**src/rtl/icache_pkg.sv**
```systemverilog
// Shared types and field widths for the direct-mapped instruction cache.
package icache_pkg;

  typedef enum logic [1:0] {
    IDLE,
    MEM_READ,
    UPDATE
  } icache_state_e;

  localparam int OFFSET_BITS      = 2;   // word offset inside a block
  localparam int BLOCK_BYTES      = 16;
  localparam int BLOCK_BITS       = 128;
  localparam int WORD_BITS        = 32;
  localparam int BYTE_OFFSET_BITS = $clog2(BLOCK_BYTES);

endpackage

```
**src/rtl/instruction_cache_if.sv**
```systemverilog
// CPU fetch port plus block-wide instruction memory port of the instruction cache.
interface instruction_cache_if #(
  parameter int ADDR_BITS = 10
);
  logic [31:0]          PC;
  logic [31:0]          INSTRUCTION;
  logic                 BUSYWAIT;
  logic                 MEM_READ;
  logic [ADDR_BITS-5:0] MEM_ADDRESS;
  logic [127:0]         MEM_READDATA;
  logic                 MEM_BUSYWAIT;

  modport slave (
    input  PC, MEM_READDATA, MEM_BUSYWAIT,
    output INSTRUCTION, BUSYWAIT, MEM_READ, MEM_ADDRESS
  );

  modport master (
    output PC, MEM_READDATA, MEM_BUSYWAIT,
    input  INSTRUCTION, BUSYWAIT, MEM_READ, MEM_ADDRESS
  );
endinterface

```
**src/rtl/icache_block_store.sv**
```systemverilog
// Valid/tag/data arrays of the cache: one synchronous write port, one
// asynchronous read port, valid bits cleared asynchronously on reset.
module icache_block_store
  import icache_pkg::*;
#(
  parameter int INDEX_BITS = 3,
  parameter int TAG_BITS   = 3
) (
  input  logic                  clk,
  input  logic                  rst,
  input  logic                  we,
  input  logic [INDEX_BITS-1:0] wr_idx,
  input  logic [TAG_BITS-1:0]   wr_tag,
  input  logic [BLOCK_BITS-1:0] wr_block,
  input  logic [INDEX_BITS-1:0] rd_idx,
  output logic                  rd_valid,
  output logic [TAG_BITS-1:0]   rd_tag,
  output logic [BLOCK_BITS-1:0] rd_block
);
  localparam int NUM_BLOCKS = 1 << INDEX_BITS;

  logic [NUM_BLOCKS-1:0] valid_q;
  logic [TAG_BITS-1:0]   tag_q  [NUM_BLOCKS];
  logic [BLOCK_BITS-1:0] data_q [NUM_BLOCKS];

  always_ff @(posedge clk or posedge rst) begin
    if (rst)     valid_q         <= '0;
    else if (we) valid_q[wr_idx] <= 1'b1;
  end

  // Tag and data need no reset: they are never looked at while valid is 0.
  always_ff @(posedge clk) begin
    if (we) begin
      tag_q[wr_idx]  <= wr_tag;
      data_q[wr_idx] <= wr_block;
    end
  end

  assign rd_valid = valid_q[rd_idx];
  assign rd_tag   = tag_q[rd_idx];
  assign rd_block = data_q[rd_idx];
endmodule

```
**src/rtl/instruction_cache.sv**
```systemverilog
// Direct-mapped read-only instruction cache: combinational hit path and a
// three-state block fill controller (IDLE -> MEM_READ -> UPDATE).
module instruction_cache
  import icache_pkg::*;
#(
  parameter int INDEX_BITS = 3,
  parameter int ADDR_BITS  = 10
) (
  input  logic                CLK,
  input  logic                RESET,
  instruction_cache_if.slave  bus
);
  localparam int TAG_BITS = ADDR_BITS - INDEX_BITS - BYTE_OFFSET_BITS;

  logic [TAG_BITS-1:0]    pc_tag, lat_tag, rd_tag;
  logic [INDEX_BITS-1:0]  pc_idx, lat_idx;
  logic [OFFSET_BITS-1:0] pc_off;
  logic [BLOCK_BITS-1:0]  rd_block, fill_q;
  logic                   rd_valid, hit, busy, mem_read, miss_start, fill_done;
  icache_state_e          state_q, state_d;
  logic                   unused_pc;

  assign pc_off    = bus.PC[BYTE_OFFSET_BITS-1:2];
  assign pc_idx    = bus.PC[INDEX_BITS+BYTE_OFFSET_BITS-1:BYTE_OFFSET_BITS];
  assign pc_tag    = bus.PC[ADDR_BITS-1:INDEX_BITS+BYTE_OFFSET_BITS];
  assign unused_pc = ^{bus.PC[31:ADDR_BITS], bus.PC[1:0]};

  icache_block_store #(
    .INDEX_BITS(INDEX_BITS),
    .TAG_BITS  (TAG_BITS)
  ) u_store (
    .clk     (CLK),
    .rst     (RESET),
    .we      (state_q == UPDATE),
    .wr_idx  (lat_idx),
    .wr_tag  (lat_tag),
    .wr_block(fill_q),
    .rd_idx  (pc_idx),
    .rd_valid(rd_valid),
    .rd_tag  (rd_tag),
    .rd_block(rd_block)
  );

  assign hit = rd_valid && (rd_tag == pc_tag);

  always_ff @(posedge CLK or posedge RESET) begin
    if (RESET) state_q <= IDLE;
    else       state_q <= state_d;
  end

  always_comb begin
    state_d    = state_q;
    busy       = 1'b0;
    mem_read   = 1'b0;
    miss_start = 1'b0;
    fill_done  = 1'b0;
    case (state_q)
      IDLE: begin
        if (!hit) begin
          busy       = 1'b1;
          miss_start = 1'b1;
          state_d    = MEM_READ;
        end
      end
      MEM_READ: begin
        busy     = 1'b1;
        mem_read = 1'b1;
        if (!bus.MEM_BUSYWAIT) begin
          fill_done = 1'b1;
          state_d   = UPDATE;
        end
      end
      UPDATE: begin
        busy    = 1'b1;
        state_d = IDLE;
      end
      default: state_d = IDLE;
    endcase
  end

  // The fill works from the latched block address, so PC may wander mid-fill.
  always_ff @(posedge CLK or posedge RESET) begin
    if (RESET) begin
      lat_tag <= '0;
      lat_idx <= '0;
    end else if (miss_start) begin
      lat_tag <= pc_tag;
      lat_idx <= pc_idx;
    end
  end

  always_ff @(posedge CLK) begin
    if (fill_done) fill_q <= bus.MEM_READDATA;
  end

  assign bus.MEM_READ    = mem_read;
  assign bus.MEM_ADDRESS = {lat_tag, lat_idx};
  assign bus.BUSYWAIT    = busy && !RESET;
  assign bus.INSTRUCTION = (busy || RESET) ? 32'h0 : rd_block[{pc_off, 5'b0} +: WORD_BITS];
endmodule

```
**src/flat_wrapper.sv**
```systemverilog
// flat-port wrapper written by rule: the top's interface ports become plain ports
module instruction_cache_flat import icache_pkg::*;
#(
  parameter int INDEX_BITS = 3,
  parameter int ADDR_BITS  = 10
)
  (CLK, RESET, bus_PC, bus_MEM_READDATA, bus_MEM_BUSYWAIT, bus_INSTRUCTION, bus_BUSYWAIT, bus_MEM_READ, bus_MEM_ADDRESS);
  instruction_cache_if #(.ADDR_BITS(ADDR_BITS)) bus_i ();
  input  logic CLK;
  input  logic RESET;
  input wire logic [$bits(bus_i.PC)-1:0] bus_PC;
  input wire logic [$bits(bus_i.MEM_READDATA)-1:0] bus_MEM_READDATA;
  input wire logic [$bits(bus_i.MEM_BUSYWAIT)-1:0] bus_MEM_BUSYWAIT;
  output wire logic [$bits(bus_i.INSTRUCTION)-1:0] bus_INSTRUCTION;
  output wire logic [$bits(bus_i.BUSYWAIT)-1:0] bus_BUSYWAIT;
  output wire logic [$bits(bus_i.MEM_READ)-1:0] bus_MEM_READ;
  output wire logic [$bits(bus_i.MEM_ADDRESS)-1:0] bus_MEM_ADDRESS;
  assign bus_i.PC = bus_PC;
  assign bus_i.MEM_READDATA = bus_MEM_READDATA;
  assign bus_i.MEM_BUSYWAIT = bus_MEM_BUSYWAIT;
  assign bus_INSTRUCTION = bus_i.INSTRUCTION;
  assign bus_BUSYWAIT = bus_i.BUSYWAIT;
  assign bus_MEM_READ = bus_i.MEM_READ;
  assign bus_MEM_ADDRESS = bus_i.MEM_ADDRESS;
  instruction_cache #(.INDEX_BITS(INDEX_BITS), .ADDR_BITS(ADDR_BITS)) u_core (.CLK(CLK), .RESET(RESET), .bus(bus_i));
endmodule
```
**config.mk**
```make
export PLATFORM = sky130hd
export DESIGN_NAME = instruction_cache_flat
export DESIGN_NICKNAME = d
export VERILOG_FILES = /design/src/rtl/icache_pkg.sv /design/src/rtl/instruction_cache_if.sv /design/src/rtl/icache_block_store.sv /design/src/rtl/instruction_cache.sv /design/src/flat_wrapper.sv
export SDC_FILE = /design/constraint.sdc
export NUM_CORES = 1
export LEC_CHECK = 0
export ABC_AREA = 1
export ABC_CLOCK_PERIOD_IN_PS = 8350
export BUFFER_PORTS_ARGS = -buffer_cell sky130_fd_sc_hd__buf_2
export CORE_MARGIN = 2
export CORE_UTILIZATION = 50
export DETAILED_ROUTE_END_ITERATION = 12
export PLACE_DENSITY = 0.7
export SLEW_MARGIN = 10
export SYNTH_ARGS = -nofsm -noshare
export SYNTH_HDL_FRONTEND = slang
export SYNTH_SLANG_ARGS = --single-unit
```
**constraint.sdc**
```tcl
create_clock -name CLK -period 8.35 [get_ports CLK]
set_input_delay 1.67 -clock CLK [delete_from_list [all_inputs] [get_ports CLK]]
set_output_delay 1.67 -clock CLK [all_outputs]
set_load 0.005 [all_outputs]
```
* Yosys cells after proc, flatten, opt, wreduce, memory -nomap -nowiden
Memories as Yosys holds them, arrays and structs flattened.
Cells that the tools add are included.
** Storage, ports and cells
- Input port bits :: 163
- Memory bits (read-only) :: 0
- Word-level logic and storage cells :: 41
- Output and inout port bits :: 40
- Memories kept :: 2
- Memory bits (writable) :: 1048
- Bits in registers :: 144
- Latch bits :: 0
** Memories
- u_core.u_store.data_q :: words 8, bits a word 128, rd ports 1, clocked after Yosys merged registers in 0, write ports 1, line icache_block_store.sv:24 : logic [BLOCK_BITS-1:0] data_q [NUM_BLOCKS];
- u_core.u_store.tag_q :: words 8, bits a word 3, rd ports 1, clocked after Yosys merged registers in 0, write ports 1, line icache_block_store.sv:23 : logic [TAG_BITS-1:0] tag_q [NUM_BLOCKS];
** Operators by class
- Bitwise logic cells :: 1
- Add/sub/neg operators :: 0
- Reductions and logical operators :: 8
- Shifts and indexed selects :: 1
- Multipliers :: 0
- Multiplexer cells :: 16
- Equality and inequality tests :: 5
- Div/mod/pow operators :: 0
- Magnitude comparators :: 3
** Operators by type and width (count)
- 128-bit by 8-bit indexed part select with 32-bit output :: 1
- 32-bit two-way mux :: 1
- 1-bit two-way mux :: 9
- 3-bit by 4-bit < comparator with 1-bit output, second input constant :: 2
- 8-bit bitwise OR :: 1
- 2-bit two-way mux :: 2
- 2-bit inequality test, second input constant :: 2
- 2-bit case mux with 2 select lines :: 1
- 1-bit binary-select mux with 3-bit select :: 1
- 1-bit demux with 3-bit select :: 1
- 3-bit equality test :: 1
- 3-bit by 1-bit greater-or-equal comparator with 1-bit output, second input constant :: 1
- 1-bit logical AND :: 3
- 2-bit by 1-bit equality test with 1-bit output, second input constant :: 1
- 2-bit equality test, second input constant :: 1
- 2-bit zero test :: 1
- 1-bit case mux with 2 select lines :: 1
- 2-bit AND reduction :: 1
- 2-bit OR reduction :: 1
- 1-bit zero test :: 1
- 1-bit logical OR :: 1

* Logic depth before layout (Yosys ltp)
Gate-level depths: netlist of the first run.
- Depth in word-level cells :: 7
- Mapped depth :: 18
- Gate-level depth less buffers :: 15

* Hierarchy
From an unflattened synthesis of the first run, not the netlist that was laid out.
** Unflattened totals
- Cells, all modules :: 4995
- Area total of the unflattened synthesis :: 52004.9 um^2
** By module, submodules not included
- icache_block_store :: times used 1, area an instance 46457.1 um^2, cells each 4589, sequential area each 31670.4 um^2
- instruction_cache :: times used 1, area an instance 5547.8 um^2, cells each 406, sequential area each 4043.9 um^2

* Worst setup path after synthesis of the first run
Ideal clock, no wire load.
- Path type :: in2reg
- Start :: input port bus_MEM_BUSYWAIT
- End :: register u_core.fill_q[0], enable pin
- Stages :: 1
- Data arrival time :: 6.955 ns
- Setup slack :: 0.777 ns
- Required time :: 7.732 ns
- Library setup time :: 0.618 ns
- Path buffers :: 0
- Path through :: nor2_1
** Between the ends
- Word-level cells in the longest chain between the ends :: 2
** RTL lines
- from (decl) :: line flat_wrapper.sv:13 : input wire logic [$bits(bus_i.MEM_BUSYWAIT)-1:0] bus_MEM_BUSYWAIT;
- 1-bit two-way mux :: line instruction_cache.sv:68 : if (!bus.MEM_BUSYWAIT) begin
- 1-bit two-way mux :: line instruction_cache.sv:57 : case (state_q)
- to (signal assigned) :: line instruction_cache.sv:93 : if (fill_done) fill_q <= bus.MEM_READDATA;
- to (decl) :: line instruction_cache.sv:18 : logic [BLOCK_BITS-1:0] rd_block, fill_q;
Every way passes these cells.
A chain may end at the register's enable or synchronous reset.

* Worst setup path after layout of the first run
- Start :: input port bus_PC[5]
- End :: output port bus_INSTRUCTION[18]
** Between the ends
- Word-level cells in the longest chain between the ends :: 7
- Elaborated cells on any way between the ends :: 11
- Classes of those cells :: eq/ne: 1; shift: 1; mux: 5; reduce/logical: 2; memory: 2
** RTL lines
- from (decl) :: line flat_wrapper.sv:11 : input wire logic [$bits(bus_i.PC)-1:0] bus_PC;
- parallel branches: the longest is 6 deep, another holds memory 8 x 128 bit
- 32-bit two-way mux * :: line instruction_cache.sv:99 : assign bus.INSTRUCTION = (busy || RESET) ? 32'h0 : rd_block[{pc_off, 5'b0} +: WORD_BITS];
- to (decl) :: line flat_wrapper.sv:14 : output wire logic [$bits(bus_i.INSTRUCTION)-1:0] bus_INSTRUCTION;
Mark *: on every way between the ends. The select of a mux whose other input is x is not followed.

==> results of run 1 <==
-- metal layers --
layer	vias to the layer above	GRT usage, %
li1	12870	-
met2	1540	37.11
met1	14020	33.92
met3	194	5.686
met5	-	0
met4	2	9.065
-- cell type report --
| class | count | area [um^2] |
|---|---|---|
| fill | 7266 | 40090 |
| clock buffer | 140 | 3023 |
| tap | 1243 | 1555 |
| inverter | 40 | 176.4 |
| sequential | 1192 | 35710 |
| clock inverter | 70 | 538.0 |
| timing repair buffer | 216 | 1349 |
| multi-input combinational | 2008 | 9494 |
-- cell families (layout without fill, tap and decap cells) --
kind of cell / count (synthesis) / count (layout) / synth area share (%)
AOI/OAI and AO/OA: 570 / 570 / 7.028
adders and majority gates: 5 / 5 / 0.1344
buffers and inverters: 268 / 466 / 3.006
DFF: 1192 / 1192 / 76.74
and+or+nand+nor: 1433 / 1433 / 13.09
-- worst max path at each step --
| stage | endpoint | slack (ns) | cells after the start | startpoint |
|---|---|---|---|---|
| floorplan | u_core.fill_q[0] | 0.78 | 1 | bus_MEM_BUSYWAIT |
| detailed placement | bus_INSTRUCTION[26] | 2.04 | 11 | bus_PC[4] |
| finish | bus_INSTRUCTION[18] | 1.95 | 10 | bus_PC[5] |
| CTS | bus_INSTRUCTION[26] | 2.02 | 11 | bus_PC[4] |
| global placement | bus_INSTRUCTION[18] | 2.05 | 10 | bus_PC[5] |
| global route | bus_INSTRUCTION[28] | 1.74 | 11 | bus_PC[4] |
-- through the flow --
step | hold WS [ns] | power (W) | worst slack, ns | cells
floorplan | 0.4394 | 0.008654 | 0.7771 | 3468
global placement | 0.4512 | 0.009174 | 2.049 | 4699
detailed placement | 0.4517 | 0.009215 | 2.036 | 4699
CTS | 0.4665 | 0.01412 | 2.023 | 4909
global route | 0.4819 | 0.01454 | 1.739 | 4909
finish | 0.4643 | 0.01407 | 1.951 | 4909
-- layout by cell type, fill, tap and decap left out, drive strengths merged --
master	Yosys	routed
nand2	901	901
a21oi	381	381
inv	39	47
a21o	1	1
a22oi	158	158
or2	39	39
clkinv	1	54
clkbuf	44	140
o221ai	2	2
buf	184	216
edfxtp	1176	1176
o21ai	23	23
nand3	423	423
bufinv	0	7
clkinvlp	0	2
nor2	70	70
dfrtp	16	16
o211ai	5	5
ha	5	5
-- Yosys cell counts --
master,count
or2_1,26
dfrtp_1,16
a21oi_1,381
or2_2,8
clkbuf_1,44
o211ai_1,5
nand2_1,898
nor2_2,30
or2_0,5
buf_4,39
inv_2,1
buf_1,12
buf_2,121
nor2_1,40
nand3_1,423
nand2_2,2
ha_1,5
clkinv_1,1
edfxtp_1,1176
a22oi_1,158
o221ai_1,2
o21ai_0,23
buf_6,12
inv_4,2
a21o_1,1
nand2_4,1
inv_1,36
-- power by group through the flow --
stage	Clock, W	Sequential [W]	Combinational (W)
after floorplan	0	0.00783	0.000824
after global placement	0	0.00781	0.00136
after detailed placement	0	0.00784	0.00138
after CTS	0.00502	0.00772	0.00139
after global routing	0.00525	0.00778	0.00151
final	0.00496	0.00772	0.00138
-- sequential cells by signal (all words and copies together), names as in the netlist --
register,count
u_core.state_q,2
u_core.fill_q,128
u_core.lat_idx,3
u_core.u_store.tag_q,24
u_core.u_store.data_q,1024
u_core.u_store.valid_q,8
u_core.lat_tag,3
-- worst max-delay path: stages --
cell and delay, ns:
buf_8 0.17, inv_8 0.70, buf_4 0.61, nand3_1 0.14
nand3_1 0.10, nand3_1 0.16, a21oi_1 0.64, or2_0 0.26
nor2_2 0.06, buf_2 0.14
==> results.txt, run 1 <==
FF-to-FF End = u_core.u_store.data_q[7][18]
Root buf cell = clkbuf_16
Core area = 91940 um^2
Clock sinks = 1192
Max Fclk = 0.1563 GHz
Clk network pwr share = 35.3%
CTS tree = yes
Status = finished clean
Rel. slew slack = 27.78%
CP Data Arrival Time = 4.73 ns
Routed wl met3 = 12400 um
Routed wl met2 = 53350 um
Reg2reg start = u_core.state_q[0]
P_leak = 18.02 nW
Routed wire length = 116500 um
Total number of vias = 28620
Gr ovfl total = 0
Number of global-route vias before repair = 26820
DR vias/cell = 5.830
CTS Buffer Depth = 3
Final setup violation count = 0
Max-Cap Viols = 0
DR pass1 iterations = 6
Syn_nets = 3636
Initial antenna violation count = 8
# IOs = 203
Average routed wire per standard cell = 23.73 um
Routability cong. = 0.7886
FF-to-FF setup slack = 4.93 ns
Residual DRC = 0
Cell Area, Placed = 48290 um^2
Reg power frac = 54.9%
Reg2Reg Depth = 6
Crit path max fanout = 137
Hold Crit Class = reg2reg
Worst VDD drop = 0.2405 mV
Internal = 0.01053 W
Seq/Total Area, Yosys = 76.74%
Share of post-route cells with drive strength above 1 = 11.62%
Cell taking the most area after synthesis = edfxtp_1
FF+latch count, synth = 1192
FP Rows = 111
Sw Share = 25.19%
Uppermost layer routed = met5
Slew @ Worst Pin = 1.083 ns
ANT nets after route = 0
Post-cts sizing count = 0
Post-synth cell types = 27
Post-CTS Setup Inserts = 0
WP data required = 6.68 ns
Post-synthesis instance total = 3468
Largest net degree at the start of global routing = 216
Max Slew Vio Count = 0
# hold bufs at CTS = 0
Die area = 95540 um^2
CP Class = in2out
Gate power share = 9.8%
Clk pin slew, worst setup/hold paths = 0.06 ns
Ranking of synthesized cells by area = edfxtp_1 (76%), nand2_1 (7.2%), nand3_1 (4.5%)
Pwr dens = 271.4 nW/um^2
Die width = 309.1 um
Htree depth = 3
Setup tns final = 0 ns
Initial core utilization = 50.62%
Hold path cells = 1
DRT iter0 DRCs = 3573
Synthesis Warnings = 0
PortBufs = 178
Tcrit/Tclk final = 76.63%
Clock skew = 0.02686 ns
Net Switching = 0.003544 W
Total Routing Usage GR = 24.20%
Yosys top cell area share = 75.88%
Final Net Count = 3741
Cts bufs inserted = 115
DP Wirelength = 59610 um
Crit. End Element = output pin
Die height = 309.1 um
Hold Path Origin = u_core.u_store.valid_q[3]
Fin util = 56.39%
Clk_lat worst skew = 0.70 ns
Global-route wire length before repair = 170000 um
Avg Cell Area, Syn = 13.42 um^2
Endpoint, Worst Hold = u_core.u_store.valid_q[3]
Number of diodes = 0
Final instance area = 51850 um^2
Endpoints failing hold = 0
Area Growth Syn to Fin = 11.41%
Crit start category = input port
Met1 WL = 46740 um
Final Critical Period = 6.399 ns
RSZ-0062 raised after global routing = false
Synthesized area = 46540 um^2
(Power assumes the default switching activity.)
==> run 2: changes to the inputs <==
--- a/config.mk
+++ b/config.mk
@@ -6,7 +6,7 @@
 export NUM_CORES = 1
 export LEC_CHECK = 0
 export ABC_AREA = 1
-export ABC_CLOCK_PERIOD_IN_PS = 8350
+export ABC_CLOCK_PERIOD_IN_PS = 6700
 export BUFFER_PORTS_ARGS = -buffer_cell sky130_fd_sc_hd__buf_2
 export CORE_MARGIN = 2
 export CORE_UTILIZATION = 50
==> constraint.sdc (replaced) <==
create_clock -name CLK -period 6.7 [get_ports CLK]
set_input_delay 1.34 -clock CLK [delete_from_list [all_inputs] [get_ports CLK]]
set_output_delay 1.34 -clock CLK [all_outputs]
set_load 0.005 [all_outputs]
==> run 2 against run 1 <==
Combinational power up 25%. Die area unchanged. Power is 27% higher. Clock skew rose by 0.0047 ns. Cell count increased by 0.20%. Via count decreased by 0.60%. Critical path depth fell by 1. Highest routed layer unchanged.
==> results.txt, run 2 (synthesis results as in run 1) <==
Fillers = 7171
Net Switching = 0.004442 W
Crit. End Element = output pin
DR pass1 iterations = 6
RSZ-0062 raised after global routing = false
Max-Cap Viols = 0
Final Net Count = 3748
Total number of vias = 28450
Initial antenna violation count = 3
Gr ovfl total = 0
Worst VDD drop = 0.2335 mV
Core area = 91940 um^2
Clock sinks = 1192
Root buf cell = clkbuf_16
ANT nets after route = 0
# hold bufs at CTS = 0
Routability cong. = 0.7872
Placed Instances = 4705
Slew @ Worst Pin = 1.191 ns
Share of post-route cells with drive strength above 1 = 11.89%
Clk pin slew, worst setup/hold paths = 0.06 ns
Cts bufs inserted = 116
Largest reg by FF count = u_core.u_store.data_q
Hold Crit Class = reg2reg
FP Rows = 111
Die height = 309.1 um
Die width = 309.1 um
WP data required = 5.36 ns
Power consumption = 0.01781 W
Commonest non-fill, non-tap cell in the layout = edfxtp_1
Htree depth = 3
Clk network pwr share = 36.2%
Rel. slew slack = 20.60%
Routed wire length = 115000 um
Die area = 95540 um^2
Crit path max fanout = 172
Residual DRC = 0
Max Fclk = 0.1785 GHz
Endpoints failing hold = 0
DRT iter0 DRCs = 3625
CP Class = in2out
P_leak = 18.16 nW
Global-route wire length before repair = 168700 um
Post-cts sizing count = 0
Gate power share = 9.7%
Pwr dens = 341.1 nW/um^2
Initial core utilization = 50.62%
Clock skew = 0.03156 ns
DR vias/cell = 5.783
Number of diodes = 0
Biggest registers after layout = u_core.u_store.data_q x1024, u_core.fill_q x128, u_core.u_store.tag_q x24
Total Routing Usage GR = 23.87%
Internal = 0.01337 W
Post-CTS Setup Inserts = 0
Average routed wire per standard cell = 23.39 um
CTS Buffer Depth = 3
FF-to-FF setup slack = 3.67 ns
Reg power frac = 54.1%
Clk_lat worst skew = 0.71 ns
CTS tree = yes
PortBufs = 178
CP Data Arrival Time = 4.26 ns
Final setup violation count = 0
# IOs = 203
Crit start category = input port
Max Slew Vio Count = 0
Number of flip-flops in the largest register = 1024
Hold WS = 0.4691 ns
Number of global-route vias before repair = 26910
Final Critical Period = 5.603 ns
Commonest cells after routing, fill and taps aside = edfxtp_1 (1176), nand2_1 (898), nand3_1 (423), a21oi_1 (381), buf_2 (175)
Area Growth Syn to Fin = 12.19%
Largest net degree at the start of global routing = 173
Final Non-Filler Cells = 4919
Status = finished clean
Sw Share = 24.94%
DP Wirelength = 58920 um
Tcrit/Tclk final = 83.62%
## run 2: changes by cell type in the layout (fill, tap and decap cells not counted), sizes merged
cell,before,now
inv,47,44
clkinvlp,2,3
buf,216,222
clkbuf,140,145
bufinv,7,13
clkinv,54,49
## run 2: per-layer routing
layer,wire [um],vias to the layer above,share of wire [%],track usage [%]
met4,3573,6,3.1,7.722
li1,-,12880,-,-
met5,44,-,0.038,0
met2,52710,1376,46,36.92
met1,46580,13990,40,33.40
met3,12140,195,11,5.988
## run 2: worst max-delay path, cell delays in order
cell     delay, ns
buf_8         0.43
buf_12        0.59
nand3_1       0.15
nand3_1       0.13
nand3_1       0.13
a21oi_1       0.64
or2_0         0.28
nor2_2        0.06
buf_2         0.14
## run 2: power by group through the flow
stage / logic (W) / registers [W] / clock network [W]
6_report: 0.00173 / 0.00964 / 0.00645
3_3_place_gp: 0.00171 / 0.00975 / 0
4_1_cts: 0.00173 / 0.00963 / 0.00653
2_1_floorplan: 0.00103 / 0.00974 / 0
5_1_grt: 0.00189 / 0.00971 / 0.00682
3_5_place_dp: 0.00173 / 0.00978 / 0
## run 2: worst paths after layout
path / startpoint / depth (start not counted) / endpoint
min in group asynchronous: RESET / 2 / u_core.state_q[1]
max: bus_PC[5] / 9 / bus_INSTRUCTION[18]
min reg2reg: u_core.u_store.valid_q[2] / 1 / u_core.u_store.valid_q[2]
max reg2reg: u_core.state_q[0] / 5 / u_core.u_store.data_q[6][15]
max in group asynchronous: RESET / 2 / u_core.u_store.valid_q[7]
min: u_core.u_store.valid_q[2] / 1 / u_core.u_store.valid_q[2]
## run 2: area by class of cell
cell class	count	area, um^2	share of cell area [%]
clock inverter	69	778.2	1.491
timing repair buffer	222	1481	2.837
multi-input combinational	2008	9494	18.18
inverter	40	176.4	0.3379
tap	1243	1555	2.979
sequential	1192	35710	68.40
clock buffer	145	3012	5.768
## run 2: metrics by stage
| step | cell area, um^2 | worst slack, ns | utilization (%) | TNS, ns |
|---|---|---|---|---|
| floorplan | 46540 | -0.2288 | - | -161.54 |
| global placement | 48420 | 1.195 | 52.67 | 0 |
| detailed placement | 48420 | 1.195 | 52.67 | 0 |
| CTS | 52210 | 1.186 | 56.79 | 0 |
| global route | 52210 | 0.9769 | 56.79 | 0 |
| finish | 52210 | 1.097 | 56.79 | 0 |
